--- config.mk ---
export PLATFORM = sky130hd
export DESIGN_NAME = fiford_ctl
export DESIGN_NICKNAME = d
export VERILOG_FILES = /design/src/rtl/fiford_ctl.sv
export SDC_FILE = /design/constraint.sdc
export NUM_CORES = 1
export LEC_CHECK = 0
export ABC_AREA = 1
export CORE_MARGIN = 5
export CORE_UTILIZATION = 44
export CTS_CLUSTER_DIAMETER = 30
export DETAILED_ROUTE_END_ITERATION = 7
export PLACE_DENSITY = 0.73
export SYNTH_ARGS = -nofsm -noshare
export SYNTH_HDL_FRONTEND = slang
export SYNTH_SLANG_ARGS = --single-unit
--- constraint.sdc ---
create_clock -name clk -period 2.05 [get_ports clk]
set_input_delay 0.205 -clock clk [delete_from_list [all_inputs] [get_ports clk]]
set_output_delay 0.205 -clock clk [all_outputs]
set_load 0.02 [all_outputs]
--- src/rtl/fiford_ctl.sv ---
// Read-side controller for a registered-output FIFO: issues pops, absorbs the one-cycle
// read latency in a two-entry skid buffer and presents a valid/ready stream downstream.
`timescale 1ns/1ps
module fiford_ctl #(
    parameter int unsigned WIDTH = 8,
    parameter int unsigned DEPTH = 2
) (
    input  logic             clk,
    input  logic             rst_,
    input  logic             en,
    input  logic             notempty,
    input  logic [WIDTH-1:0] fifodout,
    output logic             fiford,
    output logic             dvalid,
    output logic [WIDTH-1:0] dout,
    input  logic             dready,
    output logic [15:0]      wordcnt,
    output logic             busy
);

    logic             inflight_q, inflight_d;
    logic [1:0]       occ_q, occ_d;
    logic             head_q, head_d;
    logic             tail;
    logic [WIDTH-1:0] buf_q [DEPTH];
    logic [15:0]      wordcnt_q, wordcnt_d;
    logic             rst_done_q;
    logic             pop;
    logic [2:0]       level;

    // Holds off pops until the first clock edge after reset release.
    always_ff @(posedge clk or negedge rst_) begin
        if (!rst_) begin
            rst_done_q <= 1'b0;
        end else begin
            rst_done_q <= 1'b1;
        end
    end

    always_comb begin
        pop       = (occ_q != 2'd0) & dready;
        // Words committed to the buffer after this edge, counting the one still in flight.
        level     = 3'(occ_q) + 3'(inflight_q) - 3'(pop);
        fiford    = rst_done_q & en & notempty & (level < 3'(DEPTH));
        inflight_d = fiford;
        occ_d     = 2'(occ_q + {1'b0, inflight_q} - {1'b0, pop});
        head_d    = head_q ^ pop;
        tail      = head_q ^ occ_q[0];
        wordcnt_d = wordcnt_q + 16'(pop);
    end

    always_ff @(posedge clk or negedge rst_) begin
        if (!rst_) begin
            inflight_q <= 1'b0;
            occ_q      <= 2'd0;
            head_q     <= 1'b0;
            wordcnt_q  <= 16'd0;
        end else begin
            inflight_q <= inflight_d;
            occ_q      <= occ_d;
            head_q     <= head_d;
            wordcnt_q  <= wordcnt_d;
        end
    end

    // Tail never aliases the head while a word is held, so dout is stable under backpressure.
    always_ff @(posedge clk or negedge rst_) begin
        if (!rst_) begin
            buf_q <= '{default: '0};
        end else if (inflight_q) begin
            buf_q[tail] <= fifodout;
        end
    end

    assign dvalid  = (occ_q != 2'd0);
    assign dout    = buf_q[head_q];
    assign wordcnt = wordcnt_q;
    assign busy    = inflight_q | dvalid;

    a_no_overflow: assert property (@(posedge clk) disable iff (!rst_)
        (32'(occ_q) + 32'(inflight_q)) <= 32'(DEPTH));

    a_hold_stable: assert property (@(posedge clk) disable iff (!rst_)
        (dvalid && !dready) |=> $stable(dout));

endmodule

# Yosys cells after proc, flatten, opt, wreduce, memory -nomap -nowiden
# Index checks and enable logic that the tools add are counted.
# Widths: inputs -> output; s select.
# word_totals
regBits	37
rom_bits	0
n_memories	0
in_bits	13
latch_bits	0
mem_bits_rw	0
# classes
add_sub_neg	5
n_mux	6
n_div	0
mul	0
n_lt_le_gt_ge	4
reduce_logical	2
eq_ne	0
bitwise_logic	9
n_shift	0
# op_table
operator	n
$mux 8	4
$add 16x1->16	1
$bwmux 16	1
$demux 8 s1	1
$and 1x1->1	4
$ge 2x2->1 const B	2
$not 1->2	2
$add 2x1->3	1
$lt 3x2->1 const B	1
$sub 3x1->3	1
$add 2x1->2	1
$lt 2x1->1 const B	1
$reduce_bool 2->1	1
$sub 2x1->2	1
$xor 1x1->1	2
$logic_and 1x1->1	1
$or 1x1->1	1

# Depth between registers and ports, before layout
# Gate-level depths: netlist (run 1).
# logic_depth
word_depth	7
depth_mapped	12

# Least setup slack after synthesis (run 1)
# Ideal clock, no wire load.
# synth_timing
path_kind	register to output
from	register occ_q[0]
to	output port fiford
slack_ns	-0.492
arrival_time_ns	2.337
path_buffers	0
stages_incl_launch_ff	10
path_cell_list	dfrtp_1 > inv_1 > nand2_1 > nand2_1 > inv_1 > ha_1 > inv_1 > ha_1 > fa_1 > nor3_1
# synth_via
elab_chain_cells	5
# synth_rtl
element	line_no	text
from (decl)	22	logic [1:0] occ_q, occ_d;
from (signal assigned)	55	occ_q <= 2'd0;
from (signal assigned)	60	occ_q <= occ_d;
$reduce_bool 2->1	--	
named net dvalid	14	output logic dvalid,
$and 1x1->1	41	pop = (occ_q != 2'd0) & dready;
$sub 3x1->3	43	level = 3'(occ_q) + 3'(inflight_q) - 3'(pop);
named net level[1]	29	logic [2:0] level;
$lt 3x2->1	44	fiford = rst_done_q & en & notempty & (level < 3'(DEPTH));
$and 1x1->1	44	
to (decl)	13	output logic fiford,
# The timed path passes the listed nets, and every way through them passes these cells.

# Worst setup path in the final report (run 1)
# layout_timing
from	register occ_q[1]
to	output port fiford
# layout_via
elab_chain_cells	5
# layout_rtl
element	line_no
parallel branches: the longest is 2 deep, another holds $add 2x1->3	--
$sub 3x1->3 *	43
named net level[1]	29
$lt 3x2->1 *	44
$and 1x1->1 *	44
# Mark *: on every way through the listed nets, which the timed path passes.

==> flow_summary_export.csv, run 1 <==
group,metric,value,unit
min_path,min_path_type,"input port to async pin",
place,pre_cts_ws,-0.674,ns
floorplan,initial_utilization,46.6,%
floorplan,rows,22,
timing,skew,0.00670,ns
synthesis,synth_compound_area_share,5.88,%
synthesis,synth.cell_area,1750,um2
global_route,grt_pass1_vias,1450,
setup_path,rr_worst_depth,9,
synthesis,synth_cells,198,
global_route,antenna_found_initial,0,
synthesis,synth_mux_area_share,0,%
global_route,grt_pass1_wl,6230,um
synthesis,synthAdderAreaFrac,4.01,%
timing,min_period,2.37,ns
setup_path,regToRegStartpoint,"occ_q[1]",
cells_and_area,n_antenna_cell,0,
clocking,worst_skew_pair.late_latency,0.28,ns
power,p_sw_share,37.7,%
cells_and_area,fillerInstances,315,
timing,maxSlewViolCount,0,
synthesis,synth-xor-area-share,6.09,%
setup_path,worstSetupPathType,"register to primary output",
power,switching_power,1300,uW
place,gp_congestion,0.752,
floorplan,coreArea,3740,um2
clocking,clock-sinks,37,
flow_run,maxCapViolations,0,
synthesis,synth_warnings,0,
synthesis,syn-num-nets,216,
timing,setup_violations,1,
cells_and_area,syn_to_final_growth,41.7,%
clocking,clk_pin_slew,0.07,ns
route,firstDrtPassIters,4,
place,portBuffers,39,
clocking,cts_buffer_depth,2,
power,seqPwrFrac,33.5,%
route,vias,1419,
floorplan,die_w,73.0,um
route,vias_per_cell,4.68,
route,route.detailed.drc,0,
timing,fin_ws,-0.319,ns
clocking,cts-root-buf,"clkbuf_8",
floorplan,die_y,73.0,um
power,power_density,1390,nW/um2
run_status,violations,"setup timing",
setup_path,rrSetupSlack,0.22,ns
place,hpwlAfterDp,2580,um
synthesis,synthSimpleGateAreaFrac,24.4,%
power,ir_drop,0.000905,V
route,finalWirelength,3560,um
setup_path,cp_max_fo,2,
timing,fin_crit_sh,116,%
synthesis,avgSynthCellArea,8.82,um2
setup_path,cp_data_required_time,1.85,ns
clocking,cts_buffers,5,
clocking,tritoncts,"yes",
power,p_leak,0.00119,uW
setup_path,endpoint_kind,"primary output",
floorplan,die-area,5330,um2
cells_and_area,nets,273,
route,drt_iter0_drc,35,
cells_and_area,drive_above_1_share,16.9,%
run_status,status,"finished with violations",
route,wl_per_cell,11.8,um
power,clock_power_share,17.3,%
setup_path,cp-start-kind,"register",
synthesis,synth_top_family_by_area,"simple AND/OR/NAND/NOR gates",
route,ant_nets,0,
timing,rsz0062_at_grt,"true",
power,p_comb_share,49.1,%
clocking,h-tree-depth,2,
global_route,grt_max_degree,22,
synthesis,ys_ff_latch,37,
global_route,overflow,0,
timing,fmax,422,MHz
synthesis,ys_seq_area_share,53.0,%
global_route,grt_usage,14.8,%
power,total_power,3450,uW
power,internal_power,2150,uW
floorplan,ioPinCount,40,
setup_path,reg2reg_to,"inflight_q",
setup_path,crit_arrival,2.16,ns
synthesis,yosysUniqueCellTypes,22,
timing,hold_viol_final,0,
[power by group through the flow]
stage / registers (uW) / clock network [uW] / logic, uW
after global placement: 1150 / 0 / 1610
final: 1160 / 598 / 1690
after detailed placement: 1160 / 0 / 1630
after CTS: 1160 / 610 / 1730
after floorplan: 1220 / 0 / 897
after global routing: 1190 / 640 / 1860
[registers in the layout (all words and copies together) (netlist names)]
| signal | count |
|---|---|
| inflight_q | 1 |
| head_q | 1 |
| rst_done_q | 1 |
| occ_q | 2 |
| buf_q | 16 |
| wordcnt | 16 |
[timing repair]
item,CTS,global route
gates resized for setup,10,9
setup endpoints to repair,9,8
hold endpoints to repair,16,0
hold buffers,1,0
setup buffers,4,0
[cells by family after synthesis]
family	after synthesis
fa+ha+maj	5
xor+xnor	10
other cells	1
simple gates	99
compound gates	19
flops	37
buf+inv	27
[synth_stat cells]
master / number / share of area (%)
nor2_8: 1 / 1.1
nand2_1: 62 / 13
xnor2_4: 1 / 1.6
fa_1: 1 / 1.1
clkbuf_1: 1 / 0.21
dfrtp_1: 37 / 53
xor2_1: 4 / 2.0
nor3_1: 1 / 0.29
o21ai_1: 6 / 1.7
ha_1: 4 / 2.9
inv_1: 24 / 5.2
o21ai_0: 11 / 3.2
buf_6: 1 / 0.65
nand2_2: 3 / 1.1
nand4_1: 3 / 1.1
nor2_1: 13 / 2.8
nand3b_1: 1 / 0.43
buf_2: 1 / 0.29
conb_1: 1 / 0.21
nand3_1: 15 / 4.3
o21ai_2: 2 / 1.0
xnor2_1: 5 / 2.5
[critical path, stage by stage (launching register included)]
cell and delay [ns]:
dfrtp_1 0.40, inv_2 0.08, nand2_4 0.06, nand2_4 0.07, inv_4 0.04, ha_4 0.25, inv_2 0.04, ha_4 0.14
fa_2 0.47, nor3_4 0.20, buf_6 0.14
[routing by layer]
metal,vias to the layer above,routed length [um],GRT usage (%)
met5,-,0,0
met4,0,31,4.92
met3,2,162,3.99
met2,27,1670,23.0
met1,657,1700,19.9
li1,733,-,-
[how the worst max path moves through the flow]
| stage | startpoint | endpoint |
|---|---|---|
| 2_1_floorplan | occ_q[0] | fiford |
| 3_3_place_gp | dready | fiford |
| 3_5_place_dp | dready | fiford |
| 4_1_cts | occ_q[0] | fiford |
| 5_1_grt | occ_q[1] | fiford |
| 6_report | occ_q[1] | fiford |
[placed cells by master, fill, tap and decap left out]
| master | count |
|---|---|
| clkdlybuf4s50_1 | 30 |
| dlymetal6s2s_1 | 7 |
| xnor2_2 | 1 |
| nor2_8 | 1 |
| ha_4 | 2 |
| bufinv_16 | 1 |
| clkinvlp_4 | 1 |
| nor3_4 | 1 |
| buf_4 | 13 |
| nand2_4 | 2 |
| inv_1 | 19 |
| inv_4 | 2 |
| o21ai_1 | 6 |
| nand2_2 | 3 |
| buf_6 | 1 |
| dfrtp_2 | 2 |
| clkbuf_8 | 5 |
| dlygate4sd3_1 | 1 |
| nand2_1 | 60 |
| nand3b_1 | 1 |
| nand3_1 | 15 |
| ha_1 | 2 |
| xnor2_4 | 1 |
| conb_1 | 1 |
| clkinv_2 | 1 |
| xor2_1 | 4 |
| o21ai_2 | 2 |
| dfrtp_1 | 35 |
| xnor2_1 | 4 |
| nand4_1 | 3 |
| fa_2 | 1 |
| nor2_1 | 13 |
| inv_2 | 2 |
| o21ai_0 | 11 |
| buf_2 | 1 |
[final cells by class]
type,count,area [um2],share of cell area (%)
Inverter,24,98.8,4.00
Clock buffer,5,68.8,2.78
Multi-Input combinational cell,134,771,31.2
Sequential cell,37,928,37.5
Timing Repair Buffer,53,512,20.7
Clock inverter,2,35.0,1.42
Tap cell,48,60.1,2.43
[through the flow]
stage	hold slack [ns]	std cells	area [um2]	TNS (ns)	utilization (%)
finish	0.364	303	2470	-0.319	66.1
global route	0.410	303	2470	-0.414	66.1
CTS	0.376	303	2450	-0.336	65.4
floorplan	-0.0906	198	1800	-0.130	-
detailed placement	0.147	291	2290	-0.674	61.1
global placement	0.140	291	2290	-0.639	61.1
Power figures use the tool's default switching activity.
==> inputs of run 2 (changes only) <==
--- a/config.mk
+++ b/config.mk
@@ -5,12 +5,11 @@
 export SDC_FILE = /design/constraint.sdc
 export NUM_CORES = 1
 export LEC_CHECK = 0
-export ABC_AREA = 1
 export CORE_MARGIN = 5
 export CORE_UTILIZATION = 44
 export CTS_CLUSTER_DIAMETER = 30
 export DETAILED_ROUTE_END_ITERATION = 7
-export PLACE_DENSITY = 0.73
+export PLACE_DENSITY = 0.74
 export SYNTH_ARGS = -nofsm -noshare
 export SYNTH_HDL_FRONTEND = slang
 export SYNTH_SLANG_ARGS = --single-unit
==> run 2 against run 1 <==
Net effect:
- the flow still finishes with violations (setup timing)
- highest routed layer unchanged
- hold slack got worse by 0.35 ns
- clock-buffer cell count rose by 3
- die area is 3.4% lower
- design area decreased by 6.4%
- fmax decreased by 11%
- sequential power up 4%
- largest power group unchanged
- critical path depth shrank 1
- clock skew decreased by 0.0030 ns
- synthesized cell count down 38%
==> flow_summary_export.csv, run 2 <==
group,metric,value,unit
synthesis,yosys.area.top_type,"dfrtp_1",
floorplan,die_y,71.7,um
timing,min_period,2.67,ns
setup_path,worstSetupPathType,"register to primary output",
global_route,grt_pass1_wl,5530,um
setup_path,cp_data_required_time,1.85,ns
floorplan,initial_utilization,45.5,%
synthesis,ys_ff_latch,37,
global_route,grt_pass1_vias,1171,
floorplan,ioPinCount,40,
power,p_leak,0.00107,uW
cells_and_area,drive_above_1_share,30.4,%
synthesis,avgSynthCellArea,13.6,um2
timing,skew,0.00373,ns
clocking,cts-root-buf,"clkbuf_8",
cells_and_area,final_cells,229,
floorplan,rows,22,
cells_and_area,n_antenna_cell,0,
clocking,worst_skew_pair.late_latency,0.28,ns
min_path,min_path_type,"input port to async pin",
route,route.detailed.drc,0,
floorplan,die_w,71.7,um
route,vias_per_cell,4.81,
setup_path,crit_arrival,2.46,ns
clocking,clk_pin_slew,0.07,ns
synthesis,synthTopCellsByCount,"37 x dfrtp_1, 16 x mux2_2, 11 x xor2_1",
cells_and_area,syn_to_final_growth,38.1,%
route,vias,1101,
clocking,cts_buffer_depth,2,
timing,fin_ws,-0.615,ns
synthesis,syn-num-nets,141,
timing,worst_pin_slew,0.795,ns
floorplan,coreArea,3690,um2
cells_and_area,final_cell_mix,"36 x dfrtp_1, 36 x clkdlybuf4s50_1, 16 x mux2_2",
cells_and_area,nets,198,
clocking,hold_buffers,0,
synthesis,yosys.cell_count.top_type,"dfrtp_1",
timing,maxSlewViolCount,0,
global_route,grt_usage,13.9,%
power,ir_drop,0.000731,V
clocking,h-tree-depth,2,
clocking,cts_buffers,5,
route,wl_per_cell,14.4,um
place,hpwlAfterDp,2480,um
timing,fin_setup_tns,-0.788,ns
synthesis,yosysUniqueCellTypes,24,
synthesis,synth_edf_count,0,
place,portBuffers,39,
place,gp_congestion,0.784,
timing,rsz0062_at_grt,"true",
clocking,clock-sinks,37,
global_route,antenna_found_initial,0,
setup_path,critPathBufInv,2,
timing,fin_crit_sh,130,%
power,total_power,3330,uW
place,placed_cells_incl_taps,215,
synthesis,synth_top_area_share,55.2,%
timing,fmax,375,MHz
run_status,violations,"setup timing",
route,ant_nets,0,
synthesis,synthTopCellsByArea,"dfrtp_1 55%, mux2_2 11%, mux2_4 7.2%",
setup_path,cp-start-kind,"register",
synthesis,synth_cells,123,
route,firstDrtPassIters,4,
global_route,grt_max_degree,38,
setup_path,cp_max_fo,2,
flow_run,maxCapViolations,0,
timing,hold_viol_final,0,
setup_path,max_stage_delay,0.45,ns
floorplan,die-area,5150,um2
route,drt_iter0_drc,39,
power,power_density,1440,nW/um2
setup_path,endpoint_kind,"primary output",
place,pre_cts_ws,-0.819,ns
setup_path,slowest_stage,"fa_1",
cells_and_area,fillerInstances,310,
global_route,overflow,0,
setup_path,crit_top_cell,"ha_4",
route,finalWirelength,3310,um
clocking,tritoncts,"yes",
synthesis,async_reset_ff_share,100,%
run_status,status,"finished with violations",
synthesis,ys.flop_type,"dfrtp_1",
setup_path,cp_top_family,"adder cells",
timing,setup_violations,2,
synthesis,ys_seq_area_share,55.2,%
setup_path,worstPathCellList,"or2_4, and2_4, ha_4, inv_2, ha_4, fa_1, nand4b_1, nor2_4, buf_6",
synthesis,synth.cell_area,1680,um2
timing,slew_headroom,47.0,%
synthesis,synth_warnings,0,
[run 2: repair_timing]
| item | 4_1_cts | 5_1_grt |
|---|---|---|
| endpoints found under the setup margin | 10 | 2 |
| resized for setup | 8 | 0 |
| setup buffers | 3 | 3 |
| endpoints found under the hold margin | 0 | 0 |
| pin swaps | 3 | 1 |
[run 2: where the power goes]
part | switching [uW] | internal (uW)
clock network | 225 | 241
logic | 679 | 970
registers | 218 | 996
[run 2: area by class of cell]
class	count	area, um2	area share [%]
inverters	6	22.5	0.972
repair buffers	52	483	20.9
multi-input cells	78	743	32.1
well taps	48	60.1	2.59
clock buffers	8	80.1	3.46
flip-flops and latches	37	927	40.0
[run 2: metrics by stage]
step	hold WS, ns	utilization, %	area [um2]
after floorplan	-0.0906	-	1710
after global placement	0.328	59.4	2190
after detailed placement	0.341	59.4	2190
after CTS	0.0381	62.2	2290
after global routing	0.0752	62.8	2320
final	0.00987	62.8	2320
[run 2: worst register-to-register path, cell delays in order (launching register included)]
cell and delay (ns):
dfrtp_1 0.39, or2_4 0.25, and2_4 0.15, ha_4 0.25
inv_2 0.04, ha_4 0.15, fa_1 0.45, nand4b_1 0.25
nor2_4 0.13, buf_4 0.11
[run 2: metal layers]
metal,routed length (um),GRT usage (%)
met1,1370,17.6
met2,1750,22.0
met3,143,4.21
met4,48,5.64
met5,0,0
[run 2: worst paths after layout]
check,startpoint,to,slack [ns],cells after the start
min in group clk,wordcnt[15],wordcnt[15],0.47,1
setup / recovery,occ_q[1],fiford,-0.62,9
max in group asynchronous,rst_,head_q,1.49,1
hold / removal,rst_,wordcnt[2],0.01,1
hold reg to reg,wordcnt[15],wordcnt[15],0.47,1
setup reg to reg,occ_q[1],inflight_q,-0.17,9
[run 2: cell families after synthesis]
family        synth area share (%)
xor+xnor                      9.33
fa+ha+maj                     4.18
buf+inv                       2.69
flops                         55.2
mux                           17.9
other cells                  0.224
simple gates                  10.4
==> inputs of run 3 (changes only) <==
--- a/config.mk
+++ b/config.mk
@@ -5,11 +5,13 @@
 export SDC_FILE = /design/constraint.sdc
 export NUM_CORES = 1
 export LEC_CHECK = 0
+export CELL_PAD_IN_SITES_DETAIL_PLACEMENT = 1
+export CELL_PAD_IN_SITES_GLOBAL_PLACEMENT = 1
 export CORE_MARGIN = 5
-export CORE_UTILIZATION = 44
+export CORE_UTILIZATION = 35
 export CTS_CLUSTER_DIAMETER = 30
 export DETAILED_ROUTE_END_ITERATION = 7
-export PLACE_DENSITY = 0.74
+export PLACE_DENSITY = 0.73
 export SYNTH_ARGS = -nofsm -noshare
 export SYNTH_HDL_FRONTEND = slang
 export SYNTH_SLANG_ARGS = --single-unit
==> run 3 against run 2 <==
Net effect:
- final cell count increased by 1.3%
- critical endpoint unchanged
- global-route usage shrank 1.1 points
- the flow still finishes with violations (setup timing)
- die area rose by 22%
- via count up 2.5%
==> flow_summary_export.csv, run 3 (synthesis results as in run 2) <==
group,metric,value,unit
clocking,worst_skew_pair.late_latency,0.28,ns
setup_path,cp-start-kind,"register",
clocking,cts_buffers,5,
clocking,clock-sinks,37,
setup_path,crit_arrival,2.45,ns
clocking,cts_buffer_depth,2,
min_path,min_path_type,"input port to async pin",
run_status,violations,"setup timing",
timing,min_period,2.65,ns
timing,fin_ws,-0.603,ns
cells_and_area,drive_above_1_share,30.9,%
setup_path,rrSetupSlack,-0.06,ns
timing,skew,0.00539,ns
floorplan,initial_utilization,35.7,%
global_route,grt_usage,12.8,%
place,placed_area,2200,um2
route,route.detailed.drc,0,
timing,hold_ws,0.00838,ns
cells_and_area,fillerInstances,479,
clocking,clk_pin_slew,0.07,ns
place,hpwlAfterDp,2870,um
setup_path,endpoint_kind,"primary output",
route,ant_nets,0,
timing,fmax,377,MHz
floorplan,coreArea,4690,um2
route,drt_iter0_drc,15,
timing,hold_viol_final,0,
clocking,cts-root-buf,"clkbuf_8",
clocking,h-tree-depth,2,
timing,fin_crit_sh,129,%
clocking,tritoncts,"yes",
floorplan,die_y,79.2,um
timing,rsz0062_at_grt,"true",
place,gp_congestion,0.730,
global_route,top_usage_layer,"met2",
global_route,grt_pass1_vias,1271,
cells_and_area,nets,195,
place,pre_cts_ws,-0.822,ns
setup_path,worstSetupPathType,"register to primary output",
route,wl_per_cell,16.3,um
timing,slew_headroom,46.1,%
global_route,grt_max_degree,38,
power,power_density,1480,nW/um2
global_route,overflow,0,
global_route,antenna_found_initial,0,
place,portBuffers,39,
global_route,grt_pass1_wl,6110,um
floorplan,rows,25,
setup_path,cp_max_fo,2,
clocking,hold_buffers,0,
run_status,status,"finished with violations",
timing,worst_pin_slew,0.809,ns
cells_and_area,syn_to_final_growth,39.6,%
cells_and_area,final_cell_mix,"36 x dfrtp_1, 36 x clkdlybuf4s50_1, 16 x mux2_2",
floorplan,die_w,79.2,um
route,finalWirelength,3790,um
power,p_leak,0.00107,uW
floorplan,die-area,6270,um2
global_route,grtUsageMet1,13.8,%
power,ir_drop,0.000624,V
floorplan,ioPinCount,40,
setup_path,cp_data_required_time,1.85,ns
route,firstDrtPassIters,4,
flow_run,maxCapViolations,0,
route,vias_per_cell,4.87,
cells_and_area,n_antenna_cell,0,
global_route,grt_util_met3,2.95,%
route,vias,1129,
global_route,grt.met2_usage,24.2,%
cells_and_area,final_cell_area,2340,um2
timing,setup_violations,2,
timing,maxSlewViolCount,0,
## run 3: changes by cell type in the layout (fill, tap and decap cells not counted)
cell       delta
buf_4         -3
bufinv_16     +1
clkbuf_1      -2
clkbuf_8      +1
ha_1          -1
ha_2          +1
## run 3: critical path: stages, from the launching register on
cell and delay (ns):
dfrtp_1 0.39, or2_4 0.24, and2_4 0.15, ha_4 0.25, inv_2 0.04, ha_4 0.14, fa_1 0.46, nand4b_1 0.24
nor2_4 0.13, buf_6 0.12
## run 3: final cells by class
class                   instances  area [um2]  area share, %
well taps                      54        67.6           2.89
flip-flops and latches         37         927           39.6
repair buffers                 49         460           19.7
clock inverters                 1        30.0           1.28
multi-input cells              78         746           31.9
inverters                       6        22.5          0.963
clock buffers                   7        86.3           3.69
## run 3: through the flow
| stage | util, % | setup TNS, ns | instances | power [uW] |
|---|---|---|---|---|
| finish | 49.9 | -0.660 | 232 | 3470 |
| global route | 49.9 | -1.07 | 232 | 3680 |
| CTS | 49.7 | -0.745 | 231 | 3520 |
| detailed placement | 46.8 | -1.02 | 221 | 2840 |
| global placement | 46.8 | -0.798 | 221 | 2740 |
| floorplan | - | -0.461 | 123 | 2160 |
## run 3: final timing paths
kind,from,endpoint,cells after the start
worst max-delay path,occ_q[0],fiford,9
worst min-delay path,rst_,buf_q[1],1
worst max register to register,occ_q[0],inflight_q,8
worst min register to register,wordcnt[15],wordcnt[15],1
max in group asynchronous,rst_,head_q,1
min in group clk,wordcnt[15],wordcnt[15],1
## run 3: metal layers
metal  part of all wire, %  vias up  wire [um]
li1                      -      523          -
met1                    37      580       1410
met2                    58       22       2190
met3                   3.6        4        137
met4                   1.2        0         44
met5                     0        -          0
## run 3: repair_timing
item | in CTS | in global routing
resized for setup | 8 | 1
pin swaps | 3 | 2
endpoints found under the setup margin | 10 | 2
setup buffers | 2 | 1
## run 3: where the power goes
| group | total, uW | switching (uW) | internal [uW] |
|---|---|---|---|
| clock | 643 | 246 | 397 |
| combinational | 1610 | 688 | 923 |
| sequential | 1220 | 225 | 995 |
